--- src/rtl/alu_exec_stage_if.sv ---
// Valid/ready bundle linking the ALU decoder, the execute stage and the writeback stage.
interface alu_exec_stage_if #(
  parameter int DATA_W = 8
);
  logic              in_valid;
  logic              in_ready;
  logic [2:0]        alu_opcode;
  logic [DATA_W-1:0] op_a;
  logic [DATA_W-1:0] op_b;
  logic              out_valid;
  logic              out_ready;
  logic [DATA_W-1:0] result;
  logic [3:0]        flags;

  modport master (
    output in_valid, alu_opcode, op_a, op_b, out_ready,
    input  in_ready, out_valid, result, flags
  );

  modport slave (
    input  in_valid, alu_opcode, op_a, op_b, out_ready,
    output in_ready, out_valid, result, flags
  );
endinterface

--- src/rtl/alu_exec_stage.sv ---
// ALU execute stage: one op in flight, registered result and {Z,N,C,V} flags.
// Define ALU_BARREL_SHIFT_EN for single-cycle shifts; otherwise shifts step one bit per cycle.
module alu_exec_stage #(
  parameter int DATA_W  = 8,
  parameter int SHAMT_W = $clog2(DATA_W)
) (
  input  logic            clk,
  input  logic            rst_n,
  alu_exec_stage_if.slave io_alu
);
  typedef enum logic [2:0] {
    OP_ADD = 3'b000, OP_SUB = 3'b001, OP_AND = 3'b010, OP_OR  = 3'b011,
    OP_XOR = 3'b100, OP_NOT = 3'b101, OP_LSL = 3'b110, OP_LSR = 3'b111
  } opcode_t;

  localparam int MSB = DATA_W - 1;

  opcode_t            w_op;
  logic [DATA_W-1:0]  w_a;
  logic [DATA_W-1:0]  w_b;
  logic [SHAMT_W-1:0] w_shamt;
  logic [DATA_W-1:0]  w_res;
  logic               w_c;
  logic               w_v;
  logic [3:0]         w_flags;
  logic               w_out_free;
  logic               w_accept;

  logic               r_out_valid;
  logic [DATA_W-1:0]  r_result;
  logic [3:0]         r_flags;

  assign w_op       = opcode_t'(io_alu.alu_opcode);
  assign w_a        = io_alu.op_a;
  assign w_b        = io_alu.op_b;
  assign w_shamt    = io_alu.op_b[SHAMT_W-1:0];
  assign w_out_free = !r_out_valid || io_alu.out_ready;
  assign w_accept   = io_alu.in_valid && io_alu.in_ready;

  always_comb begin
    // NOTE: every always_comb output is defaulted first so no path leaves it unassigned (no latch).
    w_res = '0;
    w_c   = 1'b0;
    w_v   = 1'b0;
    case (w_op)
      OP_ADD: begin
        {w_c, w_res} = {1'b0, w_a} + {1'b0, w_b};
        w_v = (w_a[MSB] == w_b[MSB]) && (w_res[MSB] != w_a[MSB]);
      end
      OP_SUB: begin
        w_res = w_a - w_b;
        w_c   = (w_a >= w_b);
        w_v   = (w_a[MSB] != w_b[MSB]) && (w_res[MSB] != w_a[MSB]);
      end
      OP_AND: w_res = w_a & w_b;
      OP_OR:  w_res = w_a | w_b;
      OP_XOR: w_res = w_a ^ w_b;
      OP_NOT: w_res = ~w_a;
`ifdef ALU_BARREL_SHIFT_EN
      // The extra bit beyond the data catches the last bit shifted out.
      OP_LSL: {w_c, w_res} = {1'b0, w_a} << w_shamt;
      OP_LSR: {w_res, w_c} = {w_a, 1'b0} >> w_shamt;
`endif
      default: ;
    endcase
  end

  assign w_flags = {(w_res == '0), w_res[MSB], w_c, w_v};

`ifdef ALU_BARREL_SHIFT_EN
  assign io_alu.in_ready = rst_n && w_out_free;

  always_ff @(posedge clk) begin
    // NOTE: sequential state uses non-blocking assignments so every register samples pre-edge values.
    if (!rst_n) begin
      r_out_valid <= 1'b0;
      r_result    <= '0;
      r_flags     <= '0;
    end else if (w_accept) begin
      r_out_valid <= 1'b1;
      r_result    <= w_res;
      r_flags     <= w_flags;
    end else if (io_alu.out_ready) begin
      r_out_valid <= 1'b0;
    end
  end
`else
  typedef enum logic {S_IDLE, S_SHIFT} state_t;

  state_t             r_state;
  state_t             w_state_next;
  logic [DATA_W-1:0]  r_work;
  logic [SHAMT_W-1:0] r_cnt;
  logic               r_c_acc;
  logic               r_is_lsl;
  logic               w_is_shift;
  logic               w_shift_load;
  logic               w_shift_step;
  logic               w_shift_done;

  assign w_is_shift      = (w_op == OP_LSL) || (w_op == OP_LSR);
  assign io_alu.in_ready = rst_n && (r_state == S_IDLE) && w_out_free;

  always_ff @(posedge clk) begin
    if (!rst_n) r_state <= S_IDLE;
    else        r_state <= w_state_next;
  end

  always_comb begin
    w_state_next = r_state;
    w_shift_load = 1'b0;
    w_shift_step = 1'b0;
    w_shift_done = 1'b0;
    case (r_state)
      S_IDLE: begin
        if (w_accept && w_is_shift) begin
          w_shift_load = 1'b1;
          w_state_next = S_SHIFT;
        end
      end
      S_SHIFT: begin
        if (r_cnt != '0) begin
          w_shift_step = 1'b1;
        end else if (w_out_free) begin
          w_shift_done = 1'b1;
          w_state_next = S_IDLE;
        end
      end
      default: w_state_next = S_IDLE;
    endcase
  end

  always_ff @(posedge clk) begin
    // NOTE: sequential state uses non-blocking assignments so every register samples pre-edge values.
    if (!rst_n) begin
      r_out_valid <= 1'b0;
      r_result    <= '0;
      r_flags     <= '0;
      r_work      <= '0;
      r_cnt       <= '0;
      r_c_acc     <= 1'b0;
      r_is_lsl    <= 1'b0;
    end else begin
      if (w_accept && !w_is_shift) begin
        r_out_valid <= 1'b1;
        r_result    <= w_res;
        r_flags     <= w_flags;
      end else if (w_shift_done) begin
        r_out_valid <= 1'b1;
        r_result    <= r_work;
        r_flags     <= {(r_work == '0), r_work[MSB], r_c_acc, 1'b0};
      end else if (io_alu.out_ready) begin
        r_out_valid <= 1'b0;
      end

      if (w_shift_load) begin
        r_work   <= w_a;
        r_cnt    <= w_shamt;
        r_c_acc  <= 1'b0;
        r_is_lsl <= (w_op == OP_LSL);
      end else if (w_shift_step) begin
        if (r_is_lsl) begin
          r_work  <= {r_work[MSB-1:0], 1'b0};
          r_c_acc <= r_work[MSB];
        end else begin
          r_work  <= {1'b0, r_work[MSB:1]};
          r_c_acc <= r_work[0];
        end
        r_cnt <= r_cnt - SHAMT_W'(1);
      end
    end
  end
`endif

  assign io_alu.out_valid = r_out_valid;
  assign io_alu.result    = r_result;
  assign io_alu.flags     = r_flags;
endmodule

--- src/flat_wrapper.sv ---
// flat-port wrapper written by rule: the top's interface ports become plain ports
module alu_exec_stage_flat 
#(
  parameter int DATA_W  = 8,
  parameter int SHAMT_W = $clog2(DATA_W)
)
  (clk, rst_n, io_alu_in_valid, io_alu_alu_opcode, io_alu_op_a, io_alu_op_b, io_alu_out_ready, io_alu_in_ready, io_alu_out_valid, io_alu_result, io_alu_flags);
  alu_exec_stage_if #(.DATA_W(DATA_W)) io_alu_i ();
  input  logic clk;
  input  logic rst_n;
  input wire logic [$bits(io_alu_i.in_valid)-1:0] io_alu_in_valid;
  input wire logic [$bits(io_alu_i.alu_opcode)-1:0] io_alu_alu_opcode;
  input wire logic [$bits(io_alu_i.op_a)-1:0] io_alu_op_a;
  input wire logic [$bits(io_alu_i.op_b)-1:0] io_alu_op_b;
  input wire logic [$bits(io_alu_i.out_ready)-1:0] io_alu_out_ready;
  output wire logic [$bits(io_alu_i.in_ready)-1:0] io_alu_in_ready;
  output wire logic [$bits(io_alu_i.out_valid)-1:0] io_alu_out_valid;
  output wire logic [$bits(io_alu_i.result)-1:0] io_alu_result;
  output wire logic [$bits(io_alu_i.flags)-1:0] io_alu_flags;
  assign io_alu_i.in_valid = io_alu_in_valid;
  assign io_alu_i.alu_opcode = io_alu_alu_opcode;
  assign io_alu_i.op_a = io_alu_op_a;
  assign io_alu_i.op_b = io_alu_op_b;
  assign io_alu_i.out_ready = io_alu_out_ready;
  assign io_alu_in_ready = io_alu_i.in_ready;
  assign io_alu_out_valid = io_alu_i.out_valid;
  assign io_alu_result = io_alu_i.result;
  assign io_alu_flags = io_alu_i.flags;
  alu_exec_stage #(.DATA_W(DATA_W), .SHAMT_W(SHAMT_W)) u_core (.clk(clk), .rst_n(rst_n), .io_alu(io_alu_i));
endmodule
--- config.mk ---
export PLATFORM = sky130hd
export DESIGN_NAME = alu_exec_stage_flat
export DESIGN_NICKNAME = d
export VERILOG_FILES = /design/src/rtl/alu_exec_stage_if.sv /design/src/rtl/alu_exec_stage.sv /design/src/flat_wrapper.sv
export SDC_FILE = /design/constraint.sdc
export NUM_CORES = 1
export LEC_CHECK = 0
export CAP_MARGIN = 10
export CORE_AREA = 10 10 63 103
export CTS_BUF_LIST = sky130_fd_sc_hd__clkbuf_8 sky130_fd_sc_hd__clkbuf_16
export DETAILED_ROUTE_END_ITERATION = 10
export DIE_AREA = 0 0 73 113
export GPL_ROUTABILITY_DRIVEN = 0
export PLACE_DENSITY = 0.87
export SLEW_MARGIN = 10
export SYNTH_ARGS = -nofsm -noshare
export SYNTH_HDL_FRONTEND = slang
export SYNTH_SLANG_ARGS = --single-unit
--- constraint.sdc ---
create_clock -name clk -period 3.4 [get_ports clk]
set_clock_uncertainty 0.05 [all_clocks]
set_input_delay 0.51 -clock clk [delete_from_list [all_inputs] [get_ports clk]]
set_output_delay 0.51 -clock clk [all_outputs]
set_load 0.005 [all_outputs]
# Word level (Yosys, flattened, before mapping)
# Cells that the tools add are included.
# op_classes
n_bitwise,6
reduce_logical,19
muxes,26
add_sub_neg,3
magnitude_cmp,1
eq_ne,11
# op_table
cell,count
$pmux W8 S6,1
$mux W8,5
$logic_not A8 Y1,2
$mux W1,13
$eq A3 B3 Y1 const B,4
$add A8 B8 Y9,1
$and A8 B8 Y8,1
$ge A8 B8 Y1,1
$mux W4,2
$not A8 Y8,1
$or A8 B8 Y8,1
$sub A8 B8 Y8,1
$xor A8 B8 Y8,1
$logic_and A1 B1 Y1,7
$eq A3 B2 Y1 const B,2
$mux W3,2
$pmux W1 S2,3
$reduce_bool A3 Y1,2
$reduce_bool A2 Y1,2
$eq A3 B1 Y1 const B,1
$logic_not A3 Y1,1
$ne A1 B1 Y1,3
$sub A3 B1 Y3 const B,1
$logic_not A1 Y1,2
other kinds (4),6
# word_totals
in_bits,23
reg_bits,27
word_cells,74

# Depth between registers and ports, before layout
# depth
depth_word,8
mapped_depth,10

# Worst setup path before layout
# OpenSTA, ideal clock, no wires.
# synth_path
path_kind,input to register
from,input io_alu_op_b[0]
to,"register u_core.r_flags[3], in the netlist u_core.io_alu.flags[3]"
path_stages,10
path_slack_ps,714
setup_ps,84
required_ps,3266
t_arrival_ps,2552
n_path_buf,0
path_cell_list,ha_1 > inv_1 > fa_1 > nand2b_1 > a21o_1 > and3_1 > a2111oi_4 > o2111ai_1 > or3_1 > o31ai_2
# synth_between
elab_chain_len,4
# synth_lines
element,line,source
start: declaration,flat_wrapper.sv:14,input wire logic [$bits(io_alu_i.op_b)-1:0] io_alu_op_b;
$sub A8 B8 Y8 (tied with other cells),alu_exec_stage.sv:51,w_res = w_a - w_b;
$pmux W8 S6 (*),alu_exec_stage.sv:45,case (w_op)
$logic_not A8 Y1 (*),alu_exec_stage.sv:68,"assign w_flags = {(w_res == '0), w_res[MSB], w_c, w_v};"
$mux W4 (*),alu_exec_stage.sv:144,if (w_accept && !w_is_shift) begin
end signal: assignment,alu_exec_stage.sv:147,r_flags <= w_flags;
end signal: assignment,alu_exec_stage.sv:151,"r_flags <= {(r_work == '0), r_work[MSB], r_c_acc, 1'b0};"
end: declaration,alu_exec_stage.sv:31,logic [3:0] r_flags;
# Every way passes the cells marked *; elsewhere a longest branch is shown, timed or not.
# A chain may end at the register's enable or synchronous reset.

# Worst setup path in the final report
# Same ends and word-level chain as after synthesis.

==> results.sh <==
export IMPL_status="completed"
export IMPL_grt_overflow=0
export IMPL_fin_setup_tns_ns=0
export IMPL_final_nets=417
export IMPL_synth_edff_count=0
export IMPL_r2r_cells=8
export IMPL_fmax_mhz=319
export IMPL_cpPeakStageDelay_ns=0.52
export IMPL_drc=0
export IMPL_cts_buffer_depth=2
export IMPL_cts_sinks=26
export IMPL_whs_ns=0.416
export IMPL_wirelength_mm=7.18
export IMPL_ys_ff_latch=26
export IMPL_wl_met2_mm=3.81
export IMPL_viasPerCell=6.28
export IMPL_clk_latency_ns=0.27
export IMPL_hold_viol_final=0
export IMPL_synth_commonest_cells="nand2_1, ha_1, dfxtp_1, inv_1, nor2_1"
export IMPL_die_width_microns=73
export IMPL_synth_warnings=0
export IMPL_fin_util=0.656
export IMPL_r2r_setup_slack_ns=1.06
export IMPL_dp_hpwl_mm=5.73
export IMPL_htreeDepth=1
export IMPL_critical_path_cell_chain="clkdlybuf4s50_1 > ha_1 > inv_1 > fa_1 > nand2b_1 > a21o_1 > and3_1 > a2111oi_4 > o2111ai_1 > or3_1 > o31ai_2"
export IMPL_slew_headroom=0.494
export IMPL_netlist_area_leader_share=0.201
export IMPL_post_cts_resized=0
export IMPL_synth_most_common_cell="nand2_1"
export IMPL_syn_area_sq_um=2590
export IMPL_period_share=0.921
export IMPL_worstReg2RegEnd="u_core.io_alu.flags[3]$_SDFFE_PN0P_"
export IMPL_r2r_start="u_core.io_alu.out_valid$_SDFFE_PN0P_"
export IMPL_firstDrtPassIters=4
export IMPL_wire_per_inst_microns=17.3
export IMPL_ios=37
export IMPL_worst_hold_path_endpoint="u_core.io_alu.flags[0]$_SDFFE_PN0P_"
export IMPL_vias=2612
export IMPL_grt_pass1_wl_mm=11.7
export IMPL_n_antenna_cell=0
export IMPL_root_buffer="clkbuf_8"
export IMPL_holdPathStages=2
export IMPL_end_kind="flip-flop"
export IMPL_hold_start="u_core.io_alu.flags[0]$_SDFFE_PN0P_"
export IMPL_path_clk_slew_ns=0.09
export IMPL_synth_cells=330
export IMPL_grt_pass1_vias=2573
export IMPL_cts_hold_buffers=0
export IMPL_ys_seq_area_frac=0.201
export IMPL_min_path_type="flip-flop to flip-flop"
export IMPL_drt_iter0_markers=265
export IMPL_p_per_area_nw_per_um2=279
export IMPL_crit_type="primary input to flip-flop"
export IMPL_wl_met1_mm=2.70
export IMPL_cts_tree="done"
export IMPL_final_layout_size_suffix_gt1_frac=0.0769
export IMPL_syn_to_final_growth_pct=19.3
export IMPL_p_leak_nw=1.32
export IMPL_top_layer="met4"
export IMPL_grt_use_total=0.169
export IMPL_max_cap_viol_count=0
export IMPL_cp_arrival_ns=3.27
export IMPL_postSynthAreaPerCell_sq_um=7.85
export IMPL_slew_viol_final=0
export IMPL_vdd_drop_max_v=0.000321
export IMPL_synth_cell_types=55
export IMPL_grt_max_degree=28
export IMPL_period_needed_ns=3.13
export IMPL_fin_ws_ns=0.268
export IMPL_antenna_found_initial=0
export IMPL_finalSetupViolCount=0
export IMPL_die_h_microns=113
export IMPL_cts_made_buffers=3
export IMPL_critPathMaxFanout=4
export IMPL_ant_nets=0
export IMPL_netlist_top_cells_area="dfxtp_1, ha_1, mux2i_1"
export IMPL_worst_pin_slew_ns=0.756
export IMPL_cp_slowest_cell="clkdlybuf4s50_1"
export IMPL_cp_start_kind="primary input"
export IMPL_synth_ff_type="dfxtp_1"
export IMPL_wl_met3_microns=274
export IMPL_post_place_ws_ns=-0.00129
export IMPL_syn_nets=382
export IMPL_post_cts_buffers=0
export IMPL_async_flop_share=0
export IMPL_critPathRequiredTime_ns=3.54
export IMPL_core_sq_um=4710
export IMPL_synth_area_leader_cell="dfxtp_1"
export IMPL_portBuffers=36
export IMPL_rsz0062_at_grt="false"
export IMPL_power_total_w=0.000860
export IMPL_die_area_sq_um=8250
export IMPL_initial_utilization=0.550
export IMPL_num_rows=33
## kinds of logic after synthesis
| logic type | share of synthesized area |
|---|---|
| AOI/OAI and AO/OA | 0.294 |
| xor gates and xnor gates | 0.0338 |
| adders and majority gates | 0.146 |
| buffers and inverters | 0.0754 |
| DFF | 0.201 |
| muxes | 0.0628 |
| and+or+nand+nor | 0.187 |
## where the power goes
part | switching [W] | internal (W) | leakage [nW]
clock | 0.0000947 | 0.000104 | 0.0288
combinational | 0.000175 | 0.000156 | 1.08
sequential | 0.0000125 | 0.000319 | 0.212
total | 0.000283 | 0.000578 | 1.32
## state kept, by name (all words and copies together) (netlist names)
name / cells
u_core.io_alu.out_valid: 1
u_core.r_c_acc: 1
u_core.r_cnt: 3
u_core.r_state: 1
u_core.io_alu.result: 7
u_core.r_is_lsl: 1
u_core.r_work: 8
u_core.io_alu.flags: 4
## how the worst max path moves through the flow
stage	start	end	slack (ns)	depth (start not counted)
after floorplan	io_alu_op_b[0]	u_core.io_alu.flags[3]$_SDFFE_PN0P_	0.71	10
after global placement	io_alu_op_b[0]	u_core.io_alu.flags[3]$_SDFFE_PN0P_	0.09	11
after detailed placement	io_alu_op_b[0]	u_core.io_alu.flags[3]$_SDFFE_PN0P_	-0.001	11
after CTS	io_alu_op_b[0]	u_core.io_alu.flags[3]$_SDFFE_PN0P_	0.27	11
after global routing	io_alu_op_b[0]	u_core.io_alu.flags[3]$_SDFFE_PN0P_	0.07	11
final	io_alu_op_b[0]	u_core.io_alu.flags[3]$_SDFFE_PN0P_	0.27	11
## worst max-delay path: cells and delay by family
family	cells	cell delay (ns)
AO/OA/AOI/OAI	4	0.83
adder cells (fa/ha/maj)	2	0.56
buffers and inverters	2	0.58
AND/OR/NAND/NOR	3	0.78
## placed cells by master, fill, tap and decap left out, drive strengths merged, types with 6 or more instances in the layout
master / Yosys / routed
a211oi: 8 / 8
a21boi: 8 / 8
a21oi: 12 / 12
buf: 10 / 15
clkdlybuf4s50: 0 / 36
dfxtp: 26 / 26
ha: 27 / 27
inv: 27 / 27
mux2i: 14 / 14
nand2: 35 / 35
nand2b: 7 / 7
nand3: 6 / 6
nor2: 25 / 25
nor2b: 6 / 6
nor3: 7 / 7
o211a: 6 / 6
o211ai: 8 / 8
o21a: 9 / 9
o21ai: 13 / 13
o22ai: 8 / 8
xnor2: 6 / 6
## cell type report
class	instances	area, sq um
clock buffers	4	55.1
fillers	402	1620
inverters	27	101
multi-input cells	256	1870
flip-flops and latches	26	520
well taps	52	65.1
repair buffers	51	473
## metrics by stage
step | area [sq um] | cells
global route | 3090 | 416
floorplan | 2590 | 330
CTS | 3090 | 416
global placement | 3030 | 412
finish | 3090 | 416
detailed placement | 3030 | 412
## layer usage
metal	global-route usage	vias to the layer above
met4	0.123	0
li1	-	1258
met1	0.173	1233
met5	0	-
met2	0.298	91
met3	0.0184	30
(Power assumes the default switching activity.)
